**src/rtl/johnson_code_monitor.sv**
```systemverilog
// Receive-side monitor for a start/stop Johnson counter: decodes each sample,
// checks hold/+1 ordering, counts full-cycle wraps and reports lock status.
module johnson_code_monitor #(
    parameter int WIDTH  = 4,
    parameter int RELOCK = 2,
    parameter int WRAP_W = 8
) (
    input  logic                         Clk_In,
    input  logic                         tb_Reset_In,
    input  logic                         Enable_In,
    input  logic                         Code_Valid_In,
    input  logic [WIDTH-1:0]             Code_In,
    input  logic                         Clear_Wraps_In,
    output logic [$clog2(2*WIDTH)-1:0]   Index_Out,
    output logic                         Index_Valid_Out,
    output logic                         Locked_Out,
    output logic                         Illegal_Code_Out,
    output logic                         Seq_Error_Out,
    output logic [WRAP_W-1:0]            Wrap_Count_Out
);

    localparam int IDX_W = $clog2(2 * WIDTH);
    localparam int CNT_W = $clog2(RELOCK + 1);
    localparam logic [IDX_W-1:0] LAST_IDX = IDX_W'(2 * WIDTH - 1);

    typedef enum logic [1:0] {
        ACQUIRE,
        TRACK,
        FAULT
    } state_t;

    state_t             state_q, state_d;
    logic [IDX_W-1:0]   idx_q, idx_d;
    logic               idx_vld_q, idx_vld_d;
    logic [CNT_W-1:0]   cnt_q, cnt_d;
    logic               illegal_q, illegal_d;
    logic               seq_err_q, seq_err_d;
    logic [WRAP_W-1:0]  wrap_q, wrap_d;

    logic               code_legal;
    logic [IDX_W-1:0]   code_idx;
    logic [IDX_W-1:0]   idx_next;
    logic               in_seq;
    logic               sample;
    logic               wrap_hit;

    // Low-aligned runs of ones decode to 0..W-1, high-aligned runs to W..2W-1.
    always_comb begin
        code_legal = 1'b0;
        code_idx   = '0;
        for (int k = 1; k <= WIDTH; k++) begin
            if (Code_In == WIDTH'((1 << k) - 1)) begin
                code_legal = 1'b1;
                code_idx   = IDX_W'(k - 1);
            end
            if (Code_In == WIDTH'(~((1 << k) - 1))) begin
                code_legal = 1'b1;
                code_idx   = IDX_W'(WIDTH - 1 + k);
            end
        end
    end

    always_comb begin
        idx_next = (idx_q == LAST_IDX) ? '0 : idx_q + 1'b1;
        in_seq   = idx_vld_q && ((code_idx == idx_q) || (code_idx == idx_next));
        sample   = Enable_In && Code_Valid_In;
    end

    always_comb begin
        state_d   = state_q;
        idx_d     = idx_q;
        idx_vld_d = idx_vld_q;
        cnt_d     = cnt_q;
        illegal_d = 1'b0;
        seq_err_d = 1'b0;
        wrap_hit  = 1'b0;
        if (sample) begin
            if (!code_legal) begin
                illegal_d = 1'b1;
                cnt_d     = '0;
                if (state_q != ACQUIRE) begin
                    state_d   = FAULT;
                    idx_vld_d = 1'b0;
                end
            end else begin
                idx_d     = code_idx;
                idx_vld_d = 1'b1;
                unique case (state_q)
                    ACQUIRE: begin
                        state_d = TRACK;
                        cnt_d   = '0;
                    end
                    TRACK: begin
                        if (in_seq) begin
                            wrap_hit = (idx_q == LAST_IDX) && (code_idx == '0);
                        end else begin
                            seq_err_d = 1'b1;
                            state_d   = FAULT;
                            cnt_d     = '0;
                        end
                    end
                    FAULT: begin
                        // The first legal sample after an illegal one only seeds idx.
                        if (!in_seq) begin
                            cnt_d = '0;
                        end else if (cnt_q >= CNT_W'(RELOCK - 1)) begin
                            state_d = TRACK;
                            cnt_d   = '0;
                        end else begin
                            cnt_d = cnt_q + 1'b1;
                        end
                    end
                    default: begin
                        state_d = ACQUIRE;
                        cnt_d   = '0;
                    end
                endcase
            end
        end
    end

    always_comb begin
        wrap_d = wrap_q;
        if (Clear_Wraps_In) begin
            wrap_d = wrap_hit ? WRAP_W'(1) : '0;
        end else if (wrap_hit && (wrap_q != {WRAP_W{1'b1}})) begin
            wrap_d = wrap_q + 1'b1;
        end
    end

    always_ff @(posedge Clk_In or posedge tb_Reset_In) begin
        if (tb_Reset_In) begin
            state_q   <= ACQUIRE;
            idx_q     <= '0;
            idx_vld_q <= 1'b0;
            cnt_q     <= '0;
            illegal_q <= 1'b0;
            seq_err_q <= 1'b0;
            wrap_q    <= '0;
        end else begin
            state_q   <= state_d;
            idx_q     <= idx_d;
            idx_vld_q <= idx_vld_d;
            cnt_q     <= cnt_d;
            illegal_q <= illegal_d;
            seq_err_q <= seq_err_d;
            wrap_q    <= wrap_d;
        end
    end

    assign Index_Out        = idx_q;
    assign Index_Valid_Out  = idx_vld_q;
    assign Locked_Out       = (state_q == TRACK);
    assign Illegal_Code_Out = illegal_q;
    assign Seq_Error_Out    = seq_err_q;
    assign Wrap_Count_Out   = wrap_q;

endmodule

```
**config.mk**
```make
export PLATFORM = sky130hd
export DESIGN_NAME = johnson_code_monitor
export DESIGN_NICKNAME = d
export VERILOG_FILES = /design/src/rtl/johnson_code_monitor.sv
export SDC_FILE = /design/constraint.sdc
export NUM_CORES = 1
export LEC_CHECK = 0
export CAP_MARGIN = 20
export CORE_UTILIZATION = 52
export DETAILED_ROUTE_END_ITERATION = 16
export PLACE_DENSITY = 0.76
export SYNTH_ARGS = -nofsm -noshare
export SYNTH_HDL_FRONTEND = slang
export SYNTH_SLANG_ARGS = --single-unit
export TNS_END_PERCENT = 100
```
**constraint.sdc**
```tcl
create_clock -name Clk_In -period 2.5 [get_ports Clk_In]
set_input_delay 0.5 -clock Clk_In [delete_from_list [all_inputs] [get_ports Clk_In]]
set_output_delay 0.5 -clock Clk_In [all_outputs]
set_load 0.02 [all_outputs]
```
==> results of run 1 <==
==> synthesized netlist by cell type, drive strengths merged (2+ instances only) <==
cell / count / area share
ha: 4 / 0.037
nand2: 14 / 0.038
nand3: 5 / 0.018
nor4: 2 / 0.0091
o31ai: 5 / 0.027
a21oi: 12 / 0.044
a32o: 2 / 0.015
xor2: 2 / 0.013
nand2b: 2 / 0.0091
nor3: 3 / 0.011
or4: 5 / 0.027
o21ai: 8 / 0.029
mux2: 3 / 0.027
nor2b: 3 / 0.014
nor2: 7 / 0.021
o2bb2ai: 2 / 0.013
xnor2: 2 / 0.013
buf: 8 / 0.038
inv: 7 / 0.019
a22oi: 2 / 0.011
dfrtp: 18 / 0.33
and3: 4 / 0.019
and2: 2 / 0.0091
nand4: 2 / 0.0091
or2: 2 / 0.0091
or3: 4 / 0.022
==> worst paths after layout <==
path                                      to  cells after the start    startpoint
max in group asynchronous      Seq_Error_Out                      2   tb_Reset_In
hold / removal                      cnt_q[0]                      1      cnt_q[0]
setup reg to reg           Wrap_Count_Out[2]                      7  Index_Out[0]
hold reg to reg                     cnt_q[0]                      1      cnt_q[0]
setup / recovery           Wrap_Count_Out[2]                      7  Index_Out[0]
min in group asynchronous  Wrap_Count_Out[0]                      2   tb_Reset_In
==> repair_timing <==
| item | in CTS | in global routing |
|---|---|---|
| endpoints found under the setup margin | 3 | 8 |
| cloned | 0 | 3 |
| pin swaps | 1 | 10 |
| setup buffers | 1 | 7 |
| gates resized for setup | 1 | 30 |
==> sequential cells by signal, summed over array words and instances (netlist names) <==
name	cells
Illegal_Code_Out	1
Index_Out	3
Index_Valid_Out	1
Seq_Error_Out	1
Wrap_Count_Out	8
cnt_q	2
state_q	2
==> routing by layer <==
metal	up-vias	global-route usage
met5	-	0
li1	698	-
met2	85	0.440
met3	10	0.0690
met4	0	0.0395
met1	761	0.357
==> cell type report <==
| class | count | share of cell area |
|---|---|---|
| clock buffers | 4 | 0.0176 |
| inverters | 7 | 0.0127 |
| multi-input cells | 120 | 0.472 |
| flip-flops and latches | 18 | 0.218 |
| well taps | 30 | 0.0182 |
| repair buffers | 61 | 0.262 |
==> logic make-up after synthesis <==
family                     synth area share
and+or+nand+nor                       0.256
AOI/OAI and AO/OA                     0.261
DFF                                   0.329
buffers and inverters                0.0575
xor gates and xnor gates             0.0256
muxes                                0.0347
adders and majority gates            0.0365
==> power breakdown <==
group	leakage (uW)	total (uW)	switching [uW]	internal, uW
Sequential	0.000238	372	47.5	324
Combinational	0.000619	544	289	255
Clock	0.0000210	187	98.4	88.9
Total	0.000878	1100	435	668
==> stage by stage <==
stage                     setup slack, ns  setup TNS (ns)  total power [uW]
after floorplan                     0.126               0               639
after global placement             -0.297           -2.34               784
after detailed placement           -0.362           -3.10               796
after CTS                          0.0136               0               985
after global routing               0.0773               0              1160
final                               0.128               0              1100
==> worst register-to-register path, delay by kind of cell (launching register included) <==
family / cells / cell delay (ns)
simple gates: 3 / 1.20
compound gates: 3 / 0.40
fa+ha+maj: 1 / 0.30
flops: 1 / 0.42
==> impl_metrics.tcl, run 1 <==
set metrics [dict create \
    crit_type "register to register" \
    synth_nets 165 \
    grt_pass1_vias 1217 \
    hold_buffers 0 \
    io_pins 24 \
    fmax_mhz 422 \
    start_util 0.553 \
    ys_ff_latch 18 \
    finClkSkew_ns 0.00631 \
    regArea_um2 450 \
    clk_latency_ns 0.30 \
    grt_max_degree 19 \
    worstPathMaxFanout 8 \
    area_growth_syn_to_layout_pct 50.7 \
    synth_area_per_cell_um2 9.01 \
    vias 1554 \
    ys.flop_type "dfrtp_1" \
    end_kind "register" \
    worst_pin_slew_ns 0.706 \
    wl_per_cell_um 18.7 \
    synth_edf_count 0 \
    dieArea_um2 2840 \
    core_um2 2480 \
    dp_hpwl_mm 2.64 \
    drt_iter0_drc 64 \
    r2r_slack_ns 0.13 \
    async_flop_share 1.00 \
    ctsRootBufferMaster "clkbuf_4" \
    mostFrequentLayoutCells "buf_4 (29), clkdlybuf4s50_1 (19), dfrtp_1 (18), nand2_1 (14), a21oi_1 (9)" \
    final_antenna_net_count 0 \
    hold_violations 0 \
    die_height_um 53.3 \
    num-nets-final 224 \
    top_layer "met4" \
    viasPerCell 6.48 \
    overflow 0 \
    first_pass_iters 4 \
    finalMaxSlewViolations 0 \
    critical_path.top_delay_family "simple AND/OR/NAND/NOR gates" \
    cts_num_sinks 18 \
    power.leakage_uw 0.000878 \
    clkTransAtPathRegs_ns 0.11 \
    dr_wl_met3_um 318 \
    cp.arrival_ns 2.61 \
    fin_crit_sh 0.949 \
    worstPathRequired_ns 2.74 \
    multiInputGateArea_um2 973 \
    yosys.cell_types.count 58 \
    drt_wl_total_mm 4.48 \
    numCtsBuffers 3 \
    crit_buf_inv 0 \
    final_util 0.833 \
    gp_congestion 0.856 \
    grt_pass1_wl_mm 5.53 \
    start_kind "register" \
    num_antenna_cells 0 \
    row_count 18 \
    place_area_um2 1800 \
    cts_tree "built" \
    final_cell_area_um2 2060 \
    pwr_density_cell_nw_per_um2 534 \
    ys_warn_count 0 \
    relSlewSlack 0.529 \
    drcViolationCount 0 \
    rsz0062_at_grt "false" \
    fin_cells 240 \
    wl_met1_mm 1.81 \
    dp_cells 225 \
    htreeDepth 1 \
    maxCapViolCount 0 \
    period_minus_slack_ns 2.37 \
    ir_drop_mv 0.575 \
    ys_seq_area_frac 0.329 \
    hp-class "register to register" \
    grt_usage 0.269 \
    critical_path.max_stage_delay_ns 0.57 \
    synthCells 152 \
    whs_ns 0.511 \
    num-fill-cells 145 \
    netlist_area_um2 1370 \
    grt_antenna_before_repair 0 \
    layout_commonest_cell "buf_4" \
    clockBufferDepth 2 \
    io_buffer_count 23 \
    die_w_um 53.3 \
    status "finished, final reports clean" \
    setup_violations 0 \
    slowest_stage "or4_4" \
    worstPathCellList "ha_4, or3b_2, a21oi_1, or3_4, a32oi_4, or4_4, a21oi_2" \
    drive_above_1_share 0.338 \
    wl_met2_mm 2.29 \
]
Power figures use the tool's default switching activity.
==> run 2, diff against run 1 <==
CORE_MARGIN = 5   (was unset)
clock period = 2.3 ns   (was 2.5 ns; I/O delays follow)
==> impl_metrics.tcl, run 2 (synthesized netlist as in run 1, its figures left out) <==
set metrics [dict create \
    numCtsBuffers 3 \
    die_height_um 61.3 \
    grt_pass1_wl_mm 6.57 \
    whs_ns 0.518 \
    drive_above_1_share 0.319 \
    finalMaxSlewViolations 0 \
    setup_violations 0 \
    layout_commonest_cell "buf_4" \
    rsz0062_at_grt "true" \
    cts_num_sinks 18 \
    hold_violations 0 \
    holdCritStartpoint "cnt_q[0]" \
    htreeDepth 1 \
    relSlewSlack 0.552 \
    worst_pin_slew_ns 0.671 \
    finClkSkew_ns 0.0119 \
    row_count 18 \
    dp_cells 228 \
    drt_iter0_drc 85 \
    overflow 0 \
    regArea_um2 453 \
    num_antenna_cells 0 \
    clk_latency_ns 0.31 \
    clockBufferDepth 2 \
    die_w_um 61.3 \
    r2r_start "Index_Out[0]" \
    cts_tree "built" \
    startpoint "Index_Out[0]" \
    grt_usage 0.231 \
    clkTransAtPathRegs_ns 0.11 \
    period_minus_slack_ns 2.27 \
    num-fill-cells 173 \
    first_pass_iters 4 \
    place_ws_ns -0.536 \
    fmax_mhz 441 \
    dieArea_um2 3760 \
    core_um2 2500 \
    final_util 0.798 \
    maxCapViolCount 0 \
    vias 1476 \
    status "finished, final reports clean" \
    grt_pass1_vias 1526 \
    fin_crit_sh 0.985 \
    end_kind "register" \
    power.leakage_uw 0.000805 \
    area_growth_syn_to_layout_pct 45.6 \
    wl_per_cell_um 16.4 \
    ctsRootBufferMaster "clkbuf_4" \
    mostFrequentLayoutCells "buf_4 (30), clkdlybuf4s50_1 (19), dfrtp_1 (16), nand2_1 (14), a21oi_1 (9)" \
    drcViolationCount 0 \
    ir_drop_mv 0.710 \
    pwr_density_cell_nw_per_um2 593 \
    cp.arrival_ns 2.51 \
    grt_max_degree 19 \
    grt_antenna_before_repair 0 \
    io_pins 24 \
    viasPerCell 6.23 \
    worstPathMaxFanout 8 \
    hp-class "register to register" \
    final_antenna_net_count 0 \
    gp_congestion 0.868 \
    r2r_slack_ns 0.03 \
    drt_wl_total_mm 3.88 \
    num-nets-final 221 \
    multiInputGateArea_um2 952 \
    hold_buffers 0 \
    fin_cells 237 \
    fin_ws_ns 0.0348 \
    finalSetupTns_ns 0 \
    io_buffer_count 23 \
    start_util 0.548 \
    dp_hpwl_mm 2.77 \
    start_kind "register" \
    crit_type "register to register" \
    largest_reg_flops 8 \
    worstPathRequired_ns 2.54 \
]
[run 2: cell types whose count changed in the layout (fill, tap and decap cells not counted), sizes merged]
cell	before	now
buf	37	34
dlygate4sd2	0	4
clkbuf	5	4
a32oi	2	3
dlymetal6s2s	4	0
[run 2: per-layer routing]
layer | up-vias | wire, um | track usage
met5 | - | 0 | 0
met4 | 0 | 97 | 0.0970
met3 | 12 | 181 | 0.0545
met2 | 58 | 1970 | 0.397
met1 | 715 | 1640 | 0.276
li1 | 691 | - | -
[run 2: timing repair]
action,in CTS,in global routing
pin swaps,10,1
gates cloned,3,0
gates resized for setup,17,4
endpoints found under the setup margin,10,6
buffers inserted,2,0
hold endpoints to repair,0,0
[run 2: final cells by class]
type                            instances  share of cell area
Multi-Input combinational cell        121               0.477
Sequential cell                        18               0.227
Tap cell                               30              0.0188
Timing Repair Buffer                   57               0.245
Inverter                                7              0.0132
Clock buffer                            4              0.0182
[run 2: path summary, 6_finish.rpt]
check / end / depth (start not counted)
min reg2reg: cnt_q[0] / 1
max in group asynchronous: Index_Out[1] / 2
min: cnt_q[0] / 1
max reg2reg: Wrap_Count_Out[5] / 7
max: Wrap_Count_Out[5] / 7
min in group asynchronous: cnt_q[1] / 2
[run 2: power breakdown]
part | internal (uW) | switching, uW | total, uW | leakage, uW
logic | 279 | 293 | 572 | 0.000549
clock network | 96.7 | 104 | 200 | 0.0000210
registers | 354 | 55.3 | 409 | 0.000235
total | 730 | 452 | 1180 | 0.000805
[run 2: worst max-delay path, cell delays in order, from the launching register on]
cell,delay (ns)
dfrtp_2,0.45
ha_4,0.30
or3b_4,0.37
a21oi_2,0.12
or3_4,0.19
a32oi_4,0.10
or4_1,0.53
a21oi_2,0.14
[run 2: stage by stage]
stage | power [uW] | area (um^2)
6_report | 1180 | 1990
5_1_grt | 1260 | 1990
4_1_cts | 1160 | 1970
3_5_place_dp | 885 | 1830
3_3_place_gp | 872 | 1830
2_1_floorplan | 708 | 1390
==> run 3, diff against run 2 <==
CORE_UTILIZATION = 60   (was 52)
DONT_BUFFER_PORTS = 1   (was unset)
PLACE_DENSITY = 0.73   (was 0.76)
==> impl_metrics.tcl, run 3 (synthesized netlist as in run 1, its figures left out) <==
set metrics [dict create \
    fin_ws_ns -0.0278 \
    layout_commonest_cell "dfrtp_1" \
    p_comb_frac 0.430 \
    finClkSkew_ns 0.00707 \
    core_um2 2190 \
    numCtsBuffers 3 \
    power_frac_seq 0.386 \
    grt_max_degree 21 \
    ir_drop_mv 0.557 \
    grt_use_met3 0.0624 \
    worstPathCellList "ha_4, or3b_4, a21oi_4, or3_4, a32oi_4, or4_4, a21oi_2" \
    htreeDepth 1 \
    ctsRootBufferMaster "clkbuf_4" \
    crit_buf_inv 0 \
    area_growth_syn_to_layout_pct 17.1 \
    use_met2 0.400 \
    status "finished with violations" \
    overflow 0 \
    reg2reg_depth 7 \
    fin_crit_sh 1.01 \
    dp_hpwl_mm 2.43 \
    r2r_end "Wrap_Count_Out[7]" \
    hold_buffers 0 \
    cts_tree "built" \
    place_area_um2 1440 \
    drt_iter0_drc 69 \
    worstPathRequired_ns 2.54 \
    r2r_slack_ns -0.03 \
    drt_wl_total_mm 3.91 \
    clockBufferDepth 2 \
    viasPerCell 7.05 \
    drcViolationCount 0 \
    hold_violations 0 \
    rsz0062_at_grt "true" \
    vias 1326 \
    gp_congestion 0.779 \
    switching_share 0.398 \
    crit_type "register to register" \
    end_kind "register" \
    final_antenna_net_count 0 \
    first_pass_iters 5 \
    slowest_stage "or4_4" \
    io_buffer_count 0 \
    final_util 0.732 \
    hp-class "input pin to async pin" \
    wl_per_cell_um 20.8 \
    relSlewSlack 0.535 \
    num-nets-final 174 \
    maxCapViolCount 0 \
    largest_reg_flops 8 \
    setup_violations 2 \
    period_minus_slack_ns 2.33 \
    io_pins 24 \
    start_kind "register" \
    grt_usage 0.234 \
    num_antenna_cells 0 \
    num-fill-cells 156 \
    pwr_density_cell_nw_per_um2 681 \
    critical_path.top_delay_family "simple AND/OR/NAND/NOR gates" \
    clkTransAtPathRegs_ns 0.11 \
    violations "setup timing" \
    critical_path.max_stage_delay_ns 0.58 \
    final_cell_area_um2 1600 \
    worstPathMaxFanout 8 \
    power.leakage_uw 0.000614 \
    dieArea_um2 3340 \
    drive_above_1_share 0.269 \
    clk_latency_ns 0.30 \
    start_util 0.625 \
    grtUsageMet1 0.279 \
    cts_num_sinks 18 \
    r2r_start "Index_Out[1]" \
    p_clk_frac 0.184 \
    fmax_mhz 430 \
    p_sw_uw 435 \
    die_w_um 57.8 \
    worst_pin_slew_ns 0.697 \
    row_count 17 \
    grt.busiest_layer "met2" \
    grt_pass1_vias 1329 \
    cp.arrival_ns 2.56 \
    die_height_um 57.8 \
    mostFrequentLayoutCells "dfrtp_1 (16), nand2_1 (14), a21oi_1 (8), buf_4 (8), inv_1 (7)" \
    finalMaxSlewViolations 0 \
    grt_pass1_wl_mm 6.14 \
    grt_antenna_before_repair 0 \
    multiInputGateArea_um2 960 \
    p_int_uw 658 \
    regArea_um2 453 \
]
[run 3: what timing repair did]
action / CTS / global route
endpoints found under the setup margin: 8 / 9
resized for setup: 6 / 13
buffers inserted: 1 / 1
cloned: 1 / 0
pin swaps: 6 / 9
[run 3: worst reg2reg max path, cell delays in order, from the launching register on]
cell	delay, ns
dfrtp_2	0.44
ha_4	0.27
or3b_4	0.39
a21oi_4	0.14
or3_4	0.18
a32oi_4	0.12
or4_4	0.58
a21oi_2	0.14
[run 3: metal layers]
metal / share of wire / up-vias
li1: - / 593
met1: 0.39 / 656
met2: 0.52 / 63
met3: 0.060 / 14
met4: 0.028 / 0
met5: 0 / -
[run 3: area by class of cell]
class                      count  area share
tap                           28      0.0218
inverter                       7      0.0164
timing repair buffer          11      0.0585
sequential                    18       0.282
multi-input combinational    120       0.598
clock buffer                   4      0.0226
[run 3: worst max-delay path by stage]
| stage | startpoint | slack (ns) | cells past startpoint | end |
|---|---|---|---|---|
| 6_report | Index_Out[1] | -0.03 | 7 | Wrap_Count_Out[7] |
| 5_1_grt | Index_Out[1] | -0.06 | 7 | Wrap_Count_Out[7] |
| 4_1_cts | Index_Out[0] | 0.02 | 9 | Wrap_Count_Out[2] |
| 3_5_place_dp | Index_Out[0] | -0.11 | 8 | cnt_q[1] |
| 3_3_place_gp | Index_Out[0] | -0.007 | 8 | cnt_q[1] |
| 2_1_floorplan | Index_Out[0] | 0.03 | 7 | Wrap_Count_Out[4] |
[run 3: power groups by stage]
stage / Combinational, uW / Clock, uW / Sequential [uW]
after detailed placement: 364 / 0 / 426
after floorplan: 287 / 0 / 422
after CTS: 398 / 203 / 420
after global routing: 497 / 226 / 430
final: 469 / 201 / 422
after global placement: 351 / 0 / 422
[run 3: stage by stage]
stage / hold slack [ns] / setup TNS (ns) / power, uW / cells / setup WS, ns
5_1_grt: 0.171 / -0.229 / 1150 / 188 / -0.0574
3_5_place_dp: 0.487 / -0.457 / 790 / 181 / -0.107
4_1_cts: 0.160 / 0 / 1020 / 187 / 0.0178
3_3_place_gp: 0.458 / -0.00674 / 773 / 181 / -0.00674
2_1_floorplan: 0.398 / 0 / 708 / 152 / 0.0314
6_report: 0.141 / -0.0465 / 1090 / 188 / -0.0278
